File: config.mk
export PLATFORM = sky130hd
export DESIGN_NAME = usb_hid_ch559_rx_core
export DESIGN_NICKNAME = d
export VERILOG_FILES = /design/src/rtl/usb_hid_ch559_rx_core.sv
export SDC_FILE = /design/constraint.sdc
export NUM_CORES = 1
export LEC_CHECK = 0
export BUFFER_PORTS_ARGS = -buffer_cell sky130_fd_sc_hd__buf_2
export CAP_MARGIN = 20
export CORE_ASPECT_RATIO = 2
export CORE_MARGIN = 3
export CORE_UTILIZATION = 50
export CTS_BUF_LIST = sky130_fd_sc_hd__clkbuf_4
export CTS_CLUSTER_DIAMETER = 50
export CTS_CLUSTER_SIZE = 14
export DETAILED_ROUTE_END_ITERATION = 8
export PLACE_DENSITY = 0.74
export REMOVE_ABC_BUFFERS = 1
export SLEW_MARGIN = 20
export SYNTH_ARGS = -nofsm -noshare
export SYNTH_HDL_FRONTEND = slang
export SYNTH_SLANG_ARGS = --single-unit
export TNS_END_PERCENT = 10
File: constraint.sdc
create_clock -name clk -period 4.6 [get_ports clk]
set_input_delay 0 -clock clk [delete_from_list [all_inputs] [get_ports clk]]
set_output_delay 0 -clock clk [all_outputs]
set_load 0.01 [all_outputs]
File: src/rtl/usb_hid_ch559_rx_core.sv
// CH559 HID receiver: 8N1 UART plus frame parser routing reports to keyboard, mouse and gamepad channels.
// Optional saturating error counter is built when CH559_ERR_CNT_EN is defined.
module usb_hid_ch559_rx_core #(
    parameter int CLK_HZ       = 80000000,
    parameter int BAUD         = 400000,
    parameter int KB_BYTES     = 8,
    parameter int MS_BYTES     = 4,
    parameter int GP_BYTES     = 8,
    parameter int MAX_LEN      = 64,
    parameter int TIMEOUT_BITS = 40
) (
    input  logic                  clk,
    input  logic                  reset,
    input  logic                  rxd,
    output logic [8*KB_BYTES-1:0] kb_data,
    output logic                  kb_rdy,
    output logic [8*MS_BYTES-1:0] ms_data,
    output logic                  ms_rdy,
    output logic [8*GP_BYTES-1:0] gp_data,
    output logic                  gp_rdy,
    output logic                  err_pulse,
    output logic [7:0]            err_cnt
);
    localparam int DIV      = CLK_HZ / BAUD;
    localparam int HALF     = DIV / 2;
    localparam int CW       = $clog2(DIV);
    localparam int TO_LIM   = TIMEOUT_BITS * DIV;
    localparam int GW       = $clog2(TO_LIM + 1);
    localparam int SH_BYTES = (KB_BYTES >= MS_BYTES)
                            ? ((KB_BYTES >= GP_BYTES) ? KB_BYTES : GP_BYTES)
                            : ((MS_BYTES >= GP_BYTES) ? MS_BYTES : GP_BYTES);

    typedef enum logic [2:0] {U_IDLE, U_START, U_DATA, U_STOP, U_WAIT} uart_state_t;
    typedef enum logic [3:0] {
        P_IDLE, P_LEN0, P_LEN1, P_MSG, P_DTYPE, P_DIDX, P_EP,
        P_VID0, P_VID1, P_PID0, P_PID1, P_PAY, P_TERM
    } parse_state_t;
    typedef enum logic [1:0] {CH_NONE, CH_KB, CH_MS, CH_GP} chan_t;

    logic [1:0]  r_sync;
    uart_state_t r_ustate;
    logic [CW-1:0] r_cnt;
    logic [2:0]  r_bit;
    logic [7:0]  r_shift;
    logic        r_byte_valid;
    logic        r_frame_err;
    logic        w_rx;

    // NOTE: synchronizer flops reset to the idle-high line level so reset release never looks like a start bit.
    always_ff @(posedge clk or negedge reset) begin
        if (!reset) r_sync <= 2'b11;
        else        r_sync <= {r_sync[0], rxd};
    end
    assign w_rx = r_sync[1];

    always_ff @(posedge clk or negedge reset) begin
        if (!reset) begin
            r_ustate     <= U_IDLE;
            r_cnt        <= '0;
            r_bit        <= '0;
            r_shift      <= '0;
            r_byte_valid <= 1'b0;
            r_frame_err  <= 1'b0;
        end else begin
            r_byte_valid <= 1'b0;
            r_frame_err  <= 1'b0;
            case (r_ustate)
                U_IDLE: if (!w_rx) begin
                    r_cnt    <= '0;
                    r_ustate <= U_START;
                end
                U_START: if (r_cnt == CW'(HALF - 1)) begin
                    r_cnt <= '0;
                    r_bit <= '0;
                    r_ustate <= w_rx ? U_IDLE : U_DATA;
                end else r_cnt <= r_cnt + CW'(1);
                U_DATA: if (r_cnt == CW'(DIV - 1)) begin
                    r_cnt   <= '0;
                    r_shift <= {w_rx, r_shift[7:1]};
                    r_bit   <= r_bit + 3'd1;
                    if (r_bit == 3'd7) r_ustate <= U_STOP;
                end else r_cnt <= r_cnt + CW'(1);
                U_STOP: if (r_cnt == CW'(DIV - 1)) begin
                    r_cnt <= '0;
                    if (w_rx) begin
                        r_byte_valid <= 1'b1;
                        r_ustate     <= U_IDLE;
                    end else begin
                        r_frame_err <= 1'b1;
                        r_ustate    <= U_WAIT;
                    end
                end else r_cnt <= r_cnt + CW'(1);
                U_WAIT: if (w_rx) r_ustate <= U_IDLE;
                default: r_ustate <= U_IDLE;
            endcase
        end
    end

    parse_state_t         r_pstate;
    chan_t                r_chan;
    logic [7:0]           r_len_lo;
    logic [15:0]          r_len;
    logic [7:0]           r_msg;
    logic [15:0]          r_pay_cnt;
    logic [GW-1:0]        r_gap;
    logic [8*SH_BYTES-1:0] r_shadow;
    logic [15:0]          w_chan_bytes;
    logic                 w_timeout;

    always_comb begin
        w_chan_bytes = '0;
        case (r_chan)
            CH_KB:   w_chan_bytes = 16'(KB_BYTES);
            CH_MS:   w_chan_bytes = 16'(MS_BYTES);
            CH_GP:   w_chan_bytes = 16'(GP_BYTES);
            default: w_chan_bytes = '0;
        endcase
    end

    assign w_timeout = (r_pstate != P_IDLE) && (r_gap == GW'(TO_LIM));

    always_ff @(posedge clk or negedge reset) begin
        if (!reset) begin
            r_pstate  <= P_IDLE;
            r_chan    <= CH_NONE;
            r_len_lo  <= '0;
            r_len     <= '0;
            r_msg     <= '0;
            r_pay_cnt <= '0;
            r_gap     <= '0;
            r_shadow  <= '0;
            kb_data   <= '0;
            ms_data   <= '0;
            gp_data   <= '0;
            kb_rdy    <= 1'b0;
            ms_rdy    <= 1'b0;
            gp_rdy    <= 1'b0;
            err_pulse <= 1'b0;
        end else begin
            kb_rdy    <= 1'b0;
            ms_rdy    <= 1'b0;
            gp_rdy    <= 1'b0;
            err_pulse <= 1'b0;
            // Framing error and timeout share one abort path, so a coincidence yields a single pulse.
            if (r_frame_err || w_timeout) begin
                err_pulse <= 1'b1;
                r_pstate  <= P_IDLE;
                r_chan    <= CH_NONE;
                r_gap     <= '0;
                r_shadow  <= '0;
            end else begin
                r_gap <= (r_pstate == P_IDLE || r_byte_valid) ? '0 : r_gap + GW'(1);
                if (r_byte_valid) begin
                    case (r_pstate)
                        P_IDLE:  if (r_shift == 8'hFE) r_pstate <= P_LEN0;
                        P_LEN0: begin
                            r_len_lo <= r_shift;
                            r_pstate <= P_LEN1;
                        end
                        P_LEN1: if ({r_shift, r_len_lo} > 16'(MAX_LEN)) begin
                            err_pulse <= 1'b1;
                            r_pstate  <= P_IDLE;
                        end else begin
                            r_len    <= {r_shift, r_len_lo};
                            r_pstate <= P_MSG;
                        end
                        P_MSG: begin
                            r_msg    <= r_shift;
                            r_pstate <= P_DTYPE;
                        end
                        P_DTYPE: begin
                            r_chan <= CH_NONE;
                            if (r_msg == 8'h04) begin
                                case (r_shift)
                                    8'h06:   r_chan <= CH_KB;
                                    8'h02:   r_chan <= CH_MS;
                                    8'h04:   r_chan <= CH_GP;
                                    default: r_chan <= CH_NONE;
                                endcase
                            end
                            r_pstate <= P_DIDX;
                        end
                        P_DIDX: r_pstate <= P_EP;
                        P_EP:   r_pstate <= P_VID0;
                        P_VID0: r_pstate <= P_VID1;
                        P_VID1: r_pstate <= P_PID0;
                        P_PID0: r_pstate <= P_PID1;
                        P_PID1: begin
                            r_shadow  <= '0;
                            r_pay_cnt <= '0;
                            r_pstate  <= (r_len == 16'd0) ? P_TERM : P_PAY;
                        end
                        P_PAY: begin
                            for (int k = 0; k < SH_BYTES; k++) begin
                                if (r_pay_cnt == 16'(k) && 16'(k) < w_chan_bytes)
                                    r_shadow[8*k +: 8] <= r_shift;
                            end
                            r_pay_cnt <= r_pay_cnt + 16'd1;
                            if (r_pay_cnt == r_len - 16'd1) r_pstate <= P_TERM;
                        end
                        P_TERM: begin
                            if (r_shift == 8'h0A) begin
                                case (r_chan)
                                    CH_KB: begin kb_data <= r_shadow[8*KB_BYTES-1:0]; kb_rdy <= 1'b1; end
                                    CH_MS: begin ms_data <= r_shadow[8*MS_BYTES-1:0]; ms_rdy <= 1'b1; end
                                    CH_GP: begin gp_data <= r_shadow[8*GP_BYTES-1:0]; gp_rdy <= 1'b1; end
                                    default: ;
                                endcase
                            end else begin
                                err_pulse <= 1'b1;
                            end
                            r_chan   <= CH_NONE;
                            r_pstate <= P_IDLE;
                        end
                        default: r_pstate <= P_IDLE;
                    endcase
                end
            end
        end
    end

`ifdef CH559_ERR_CNT_EN
    logic [7:0] r_err_cnt;
    always_ff @(posedge clk or negedge reset) begin
        if (!reset)                              r_err_cnt <= '0;
        else if (err_pulse && r_err_cnt != 8'hFF) r_err_cnt <= r_err_cnt + 8'd1;
    end
    assign err_cnt = r_err_cnt;
`else
    assign err_cnt = 8'h00;
`endif

endmodule

[Word-level counts from Yosys, hierarchy flattened]
Cells that the tools add are included.
Storage, ports and cells
  flip-flop bits (word level): 321
  input port bits: 3
  output and inout port bits: 172
  word-level logic and storage cells: 212
Operators by class
  add/subtract/negate cells: 5
  magnitude comparators: 9
  equality and inequality tests: 53
  multiplexer cells: 69
  bitwise operators: 2
  reduce and logical (&&, ||, !) cells: 45
Operators with widths (count)
  $mux 64: 2
  $pmux 64 s2: 1
  $mux 8: 11
  $eq 16x3->1 const B: 4
  $lt 3x16->1 const A: 4
  $pmux 4 s12: 1
  $reduce_and 3->1: 13
  $eq 16x2->1 const B: 2
  $logic_not 16->1: 2
  $lt 1x16->1 const A: 2
  $lt 2x16->1 const A: 2
  $pmux 16 s2: 1
  $mux 3: 10
  $ne 3x3->1 const B: 9
  $mux 13: 2
  $mux 1: 25
  $eq 8x3->1 const B: 3
  $pmux 8 s3: 1
  $eq 4x4->1 const B: 5
  $add 16x1->16 const B: 1
  $eq 16x1->1 const B: 1
  $eq 16x16->1: 1
  $eq 4x3->1 const B: 4
  $eq 8x8->1 const B: 2
  other kinds (39): 74

[Logic depth before layout (Yosys ltp)]
  word-level depth: 9
  mapped depth: 11
  depth with buffers taken out: 9

[Least setup slack after synthesis]
OpenSTA, ideal clock, no wires.
  path type: register -> register
  start point: register r_len[0]
  end point: register r_pstate[0]
  library setup time: 125 ps
  arrival: 2411 ps
  data required time: 4475 ps
  setup slack: 2064 ps
  stages on the path, launching flop included: 10
  path buffers: 0
  period minus slack after synthesis: 2536 ps
  cells stage by stage: dfrtp_1 > inv_1 > ha_1 > nor3b_1 > and3_1 > xnor2_1 > a22o_1 > and4bb_2 > a31oi_2 > mux2_2
Between the ends
  longest elaborated chain between the ends: 5
  elaborated cells on any way between the ends: 9
  those cells by class: add/sub (1); eq/ne (2); mux (4); reduce/logical (2)
Ends and longest elaborated chain
  start: declaration: RTL line 102  | logic [15:0] r_len;
  start signal: assignment: RTL line 164  | r_len <= {r_shift, r_len_lo};
  parallel branches: the longest is 5 deep, another holds $sub 16x1->16
  end signal: assignment: RTL line 191  | r_pstate <= (r_len == 16'd0) ? P_TERM : P_PAY;
  end: declaration: RTL line 99  | parse_state_t r_pstate;
Parallel ways; which one is timed is not known. The select of a mux whose other input is x is not followed.
A chain may end at the register's enable or synchronous reset.

[Worst setup path in the final report]
  start point: register r_pstate[0]
  end point: register ms_data[6]
Between the ends
  longest elaborated chain between the ends: 5
  elaborated cells on any way between the ends: 6
  those cells by class: eq/ne (1); bitwise (1); reduce/logical (4)
Ends and longest elaborated chain
  $reduce_bool 4->1: RTL line 120  | assign w_timeout = (r_pstate != P_IDLE) && (r_gap == GW'(TO_LIM));
  $logic_and 1x1->1: RTL line 120
  $logic_or 1x1->1: RTL line 145  | if (r_frame_err || w_timeout) begin
  $not 1->1 (no line)
  $reduce_and 5->1 (no line) *
  end signal: assignment: RTL line 133  | ms_data <= '0;
  end signal: assignment: RTL line 205  | CH_MS: begin ms_data <= r_shadow[8*MS_BYTES-1:0]; ms_rdy <= 1'b1; end
  end: declaration: RTL line 17  | output logic [8*MS_BYTES-1:0] ms_data,
Mark *: on every way between the ends. The rest lies on a longest branch, timed or not.

==> metrics.txt <==
# TYPE chip_impl_metric gauge
chip_impl_metric{name="post_synth_instance_area",unit="um^2"} 13500
chip_impl_metric{name="timing.max_slew.rel_slack",unit="%"} 34.1
chip_impl_metric{name="worst_margin_pin_slew",unit="ps"} 979
chip_impl_metric{name="finalSetupViolCount",unit=""} 0
chip_impl_metric{name="cts_sinks",unit=""} 321
chip_impl_metric{name="leakagePower",unit="nW"} 7.88
chip_impl_metric{name="portBuffers",unit=""} 166
chip_impl_metric{name="synth_cell_type_count",unit=""} 60
chip_impl_info{name="path_class",value="flip-flop to flip-flop"} 1
chip_impl_metric{name="place.gp.congestion",unit=""} 0.905
chip_impl_info{name="regToRegStartpoint",value="r_pstate[0]$_DFFE_PN0P_"} 1
chip_impl_metric{name="power.density",unit="nW/um^2"} 276
chip_impl_metric{name="share_of_the_core_filled_with_cells_in_the_final_layout",unit="%"} 56.5
chip_impl_metric{name="fmax",unit="MHz"} 317
chip_impl_metric{name="drt_first_iter_violations",unit=""} 526
chip_impl_metric{name="ctsResizeCount",unit=""} 0
chip_impl_metric{name="design.die.area",unit="um^2"} 29000
chip_impl_metric{name="cp_data_required_time",unit="ps"} 5250
chip_impl_metric{name="finalWirelength",unit="mm"} 30.3
chip_impl_metric{name="clock-skew-final",unit="ps"} 60.1
chip_impl_metric{name="worst-r2r-cell-count",unit=""} 8
chip_impl_metric{name="crit_fanout",unit=""} 33
chip_impl_metric{name="clock_latency",unit="ps"} 750
chip_impl_info{name="hold_path_end",value="r_sync[1]$_DFF_PN1_"} 1
chip_impl_metric{name="syn2layout_area_growth",unit="%"} 10.9
chip_impl_metric{name="drt_pass1_iterations",unit=""} 5
chip_impl_info{name="layout_common_cells",value="sky130_fd_sc_hd__dfrtp_1, sky130_fd_sc_hd__nand2_1, sky130_fd_sc_hd__buf_2"} 1
chip_impl_metric{name="via_count",unit=""} 9205
chip_impl_metric{name="drt.antenna.violating_nets",unit=""} 0
chip_impl_metric{name="worst_hold_path.num_cells",unit=""} 0
chip_impl_info{name="critPathCaptureType",value="flip-flop"} 1
chip_impl_info{name="status",value="complete, no violations"} 1
chip_impl_metric{name="fp.coreArea",unit="um^2"} 26400
chip_impl_metric{name="async_reset_ff_share",unit="%"} 100
chip_impl_info{name="cts_root_buf",value="sky130_fd_sc_hd__clkbuf_4"} 1
chip_impl_metric{name="share_of_cells_above_drive_strength_1",unit="%"} 25.9
chip_impl_metric{name="h-tree-depth",unit=""} 1
chip_impl_info{name="hp-class",value="flip-flop to flip-flop"} 1
chip_impl_metric{name="initial_core_util",unit="%"} 51.0
chip_impl_metric{name="antenna_found_initial",unit=""} 2
chip_impl_info{name="timing.rr.end",value="ms_data[6]$_DFFE_PN0P_"} 1
chip_impl_metric{name="placementRows",unit=""} 84
chip_impl_metric{name="ctsLongestPathBuffers",unit=""} 3
chip_impl_metric{name="wl_per_cell",unit="um"} 18.1
chip_impl_metric{name="yosys_register_bits",unit=""} 321
chip_impl_metric{name="global_routing_usage_summed_across_all_routing_layers",unit="%"} 20.7
chip_impl_metric{name="pin_count_of_the_biggest_net_entering_global_routing",unit=""} 133
chip_impl_metric{name="yosysWarningCount",unit=""} 0
chip_impl_info{name="final_common_cell",value="sky130_fd_sc_hd__dfrtp_1"} 1
chip_impl_info{name="setup_repair_after_global_routing_missed_its_margin",value="no"} 1
chip_impl_metric{name="regToRegSetupSlack",unit="ps"} 1440
chip_impl_metric{name="critPathArrivalTime",unit="ps"} 3810
chip_impl_metric{name="synth_enable_flop_cells",unit=""} 0
chip_impl_metric{name="drc",unit=""} 0
chip_impl_metric{name="grt_first_pass_wirelength",unit="mm"} 48.4
chip_impl_metric{name="final-max-slew-violation-count",unit=""} 0
chip_impl_info{name="tritoncts",value="built"} 1
chip_impl_metric{name="cts_inserted_buffers",unit=""} 27
chip_impl_metric{name="synth.avg_cell_area",unit="um^2"} 11.6
chip_impl_metric{name="timing_hold_violations_final",unit=""} 0
chip_impl_metric{name="seq_area_frac_synth",unit="%"} 59.7
chip_impl_metric{name="numPlacedInstances",unit=""} 1623
chip_impl_metric{name="finish.cell_count_without_fillers",unit=""} 1668
chip_impl_metric{name="grt_pass1_vias",unit=""} 9362
chip_impl_metric{name="pin_count",unit=""} 175
chip_impl_metric{name="final_nets",unit=""} 1327
chip_impl_metric{name="fp.dieH",unit="um"} 238
chip_impl_metric{name="dpl.hpwl",unit="mm"} 21.2
chip_impl_metric{name="maxCapViolations",unit=""} 0
chip_impl_metric{name="clk_pin_slew",unit="ps"} 160
chip_impl_metric{name="detail_route.vias_per_cell",unit=""} 5.52
chip_impl_metric{name="syn-instance-count",unit=""} 1158
chip_impl_metric{name="min_period",unit="ps"} 3160
chip_impl_metric{name="die_w",unit="um"} 122
chip_impl_metric{name="post-route-period-util",unit="%"} 68.7
chip_impl_metric{name="grt_remaining_overflow",unit=""} 0
chip_impl_info{name="ys_dominant_reg_cell",value="sky130_fd_sc_hd__dfrtp_1"} 1
chip_impl_info{name="cp-start-kind",value="flip-flop"} 1
chip_impl_info{name="hold_path_startpoint",value="r_sync[0]$_DFF_PN1_"} 1
chip_impl_metric{name="vdd.ir_drop.worst",unit="uV"} 158
==> kinds of logic (layout without fill, tap and decap cells) <==
group | after synthesis | count (layout) | share of synthesized area, %
compound gates | 159 | 159 | 7.00
xor+xnor | 33 | 33 | 2.15
fa+ha+maj | 11 | 11 | 1.02
buf+inv | 78 | 236 | 2.89
flops | 321 | 321 | 59.7
mux | 162 | 162 | 13.8
other cells | 1 | 9 | 0.0279
simple gates | 393 | 393 | 13.4
==> report_power, final <==
| part | internal, mW | switching, mW | leakage [nW] |
|---|---|---|---|
| clock | 0.371 | 0.851 | 0.176 |
| sequential | 2.82 | 0.000998 | 4.47 |
| combinational | 0.00925 | 0.0579 | 3.24 |
==> cells in the mapped netlist, types with 14 or more instances <==
| cell type | instances | area, um^2 |
|---|---|---|
| sky130_fd_sc_hd__mux2_1 | 44 | 495 |
| sky130_fd_sc_hd__buf_2 | 17 | 85.1 |
| sky130_fd_sc_hd__nor2_1 | 54 | 203 |
| sky130_fd_sc_hd__inv_1 | 17 | 63.8 |
| sky130_fd_sc_hd__a21oi_1 | 17 | 85.1 |
| sky130_fd_sc_hd__nor3_1 | 21 | 105 |
| sky130_fd_sc_hd__clkbuf_1 | 22 | 82.6 |
| sky130_fd_sc_hd__xnor2_1 | 15 | 131 |
| sky130_fd_sc_hd__xor2_1 | 18 | 158 |
| sky130_fd_sc_hd__nand3_1 | 22 | 110 |
| sky130_fd_sc_hd__dfrtp_1 | 319 | 7980 |
| sky130_fd_sc_hd__mux2_2 | 109 | 1230 |
| sky130_fd_sc_hd__o21ai_0 | 101 | 505 |
| sky130_fd_sc_hd__nand2_1 | 208 | 781 |
| sky130_fd_sc_hd__and3_1 | 14 | 87.6 |
| sky130_fd_sc_hd__nor2b_1 | 15 | 93.8 |
| sky130_fd_sc_hd__buf_4 | 20 | 150 |
==> metrics by stage <==
| stage | total power [mW] | setup slack (ps) | hold slack [ps] | setup TNS [ps] | instance area [um^2] |
|---|---|---|---|---|---|
| 6_report | 4.11 | 1440 | 368 | 0 | 14900 |
| 5_1_grt | 4.28 | 1260 | 386 | 0 | 14900 |
| 3_3_place_gp | 2.94 | 1600 | 70.6 | 0 | 14500 |
| 2_1_floorplan | 2.88 | -379 | -296 | -42220 | 13200 |
| 3_5_place_dp | 2.94 | 1530 | 81.9 | 0 | 14500 |
| 4_1_cts | 4.18 | 1450 | 366 | 0 | 14900 |
==> registers in the layout, summed over array words and instances, names as in the netlist, 13 cells and up <==
register,flops
r_gap,13
gp_data,64
ms_data,32
r_pay_cnt,16
r_shadow,64
r_len,16
kb_data,64
==> layer usage <==
| metal | GRT usage, % | share of wire (%) | vias to the layer above |
|---|---|---|---|
| met5 | 0 | 0 | - |
| li1 | - | - | 4287 |
| met1 | 22.3 | 36 | 4616 |
| met2 | 40.2 | 56 | 238 |
| met3 | 2.35 | 4.2 | 64 |
| met4 | 8.06 | 3.4 | 0 |
==> cell type report <==
cell class | count | area (um^2)
inverters | 18 | 67.6
multi-input cells | 766 | 5070
well taps | 344 | 430
clock inverters | 2 | 18.8
fillers | 2247 | 11500
diodes | 1 | 2.50
repair buffers | 179 | 1010
clock buffers | 37 | 278
flip-flops and latches | 321 | 8040
==> critical path, stage by stage, from the launching register on <==
cell and delay, ps:
sky130_fd_sc_hd__dfrtp_1 550, sky130_fd_sc_hd__or4_4 620, sky130_fd_sc_hd__a41oi_4 380, sky130_fd_sc_hd__nand4_1 180
sky130_fd_sc_hd__or3_1 340, sky130_fd_sc_hd__buf_4 260, sky130_fd_sc_hd__inv_2 490, sky130_fd_sc_hd__nand2_1 130
sky130_fd_sc_hd__nand2_1 80
==> how the worst max path moves through the flow <==
stage | startpoint | endpoint | slack (ps) | depth (start not counted)
4_1_cts | r_pstate[0]$_DFFE_PN0P_ | ms_data[6]$_DFFE_PN0P_ | 1450 | 8
2_1_floorplan | r_pstate[0]$_DFFE_PN0P_ | kb_data[0]$_DFFE_PN0P_ | -380 | 7
3_5_place_dp | r_pstate[0]$_DFFE_PN0P_ | ms_data[4]$_DFFE_PN0P_ | 1530 | 8
6_report | r_pstate[0]$_DFFE_PN0P_ | ms_data[6]$_DFFE_PN0P_ | 1440 | 8
5_1_grt | r_pstate[0]$_DFFE_PN0P_ | ms_data[6]$_DFFE_PN0P_ | 1260 | 8
3_3_place_gp | r_pstate[0]$_DFFE_PN0P_ | ms_data[5]$_DFFE_PN0P_ | 1600 | 8
==> timing repair <==
item / CTS / global route
endpoints found under the hold margin: 310 / 0
setup buffers: 0 / 0
hold buffers: 5 / 0
No activity file was read; power rests on OpenSTA's default activity.
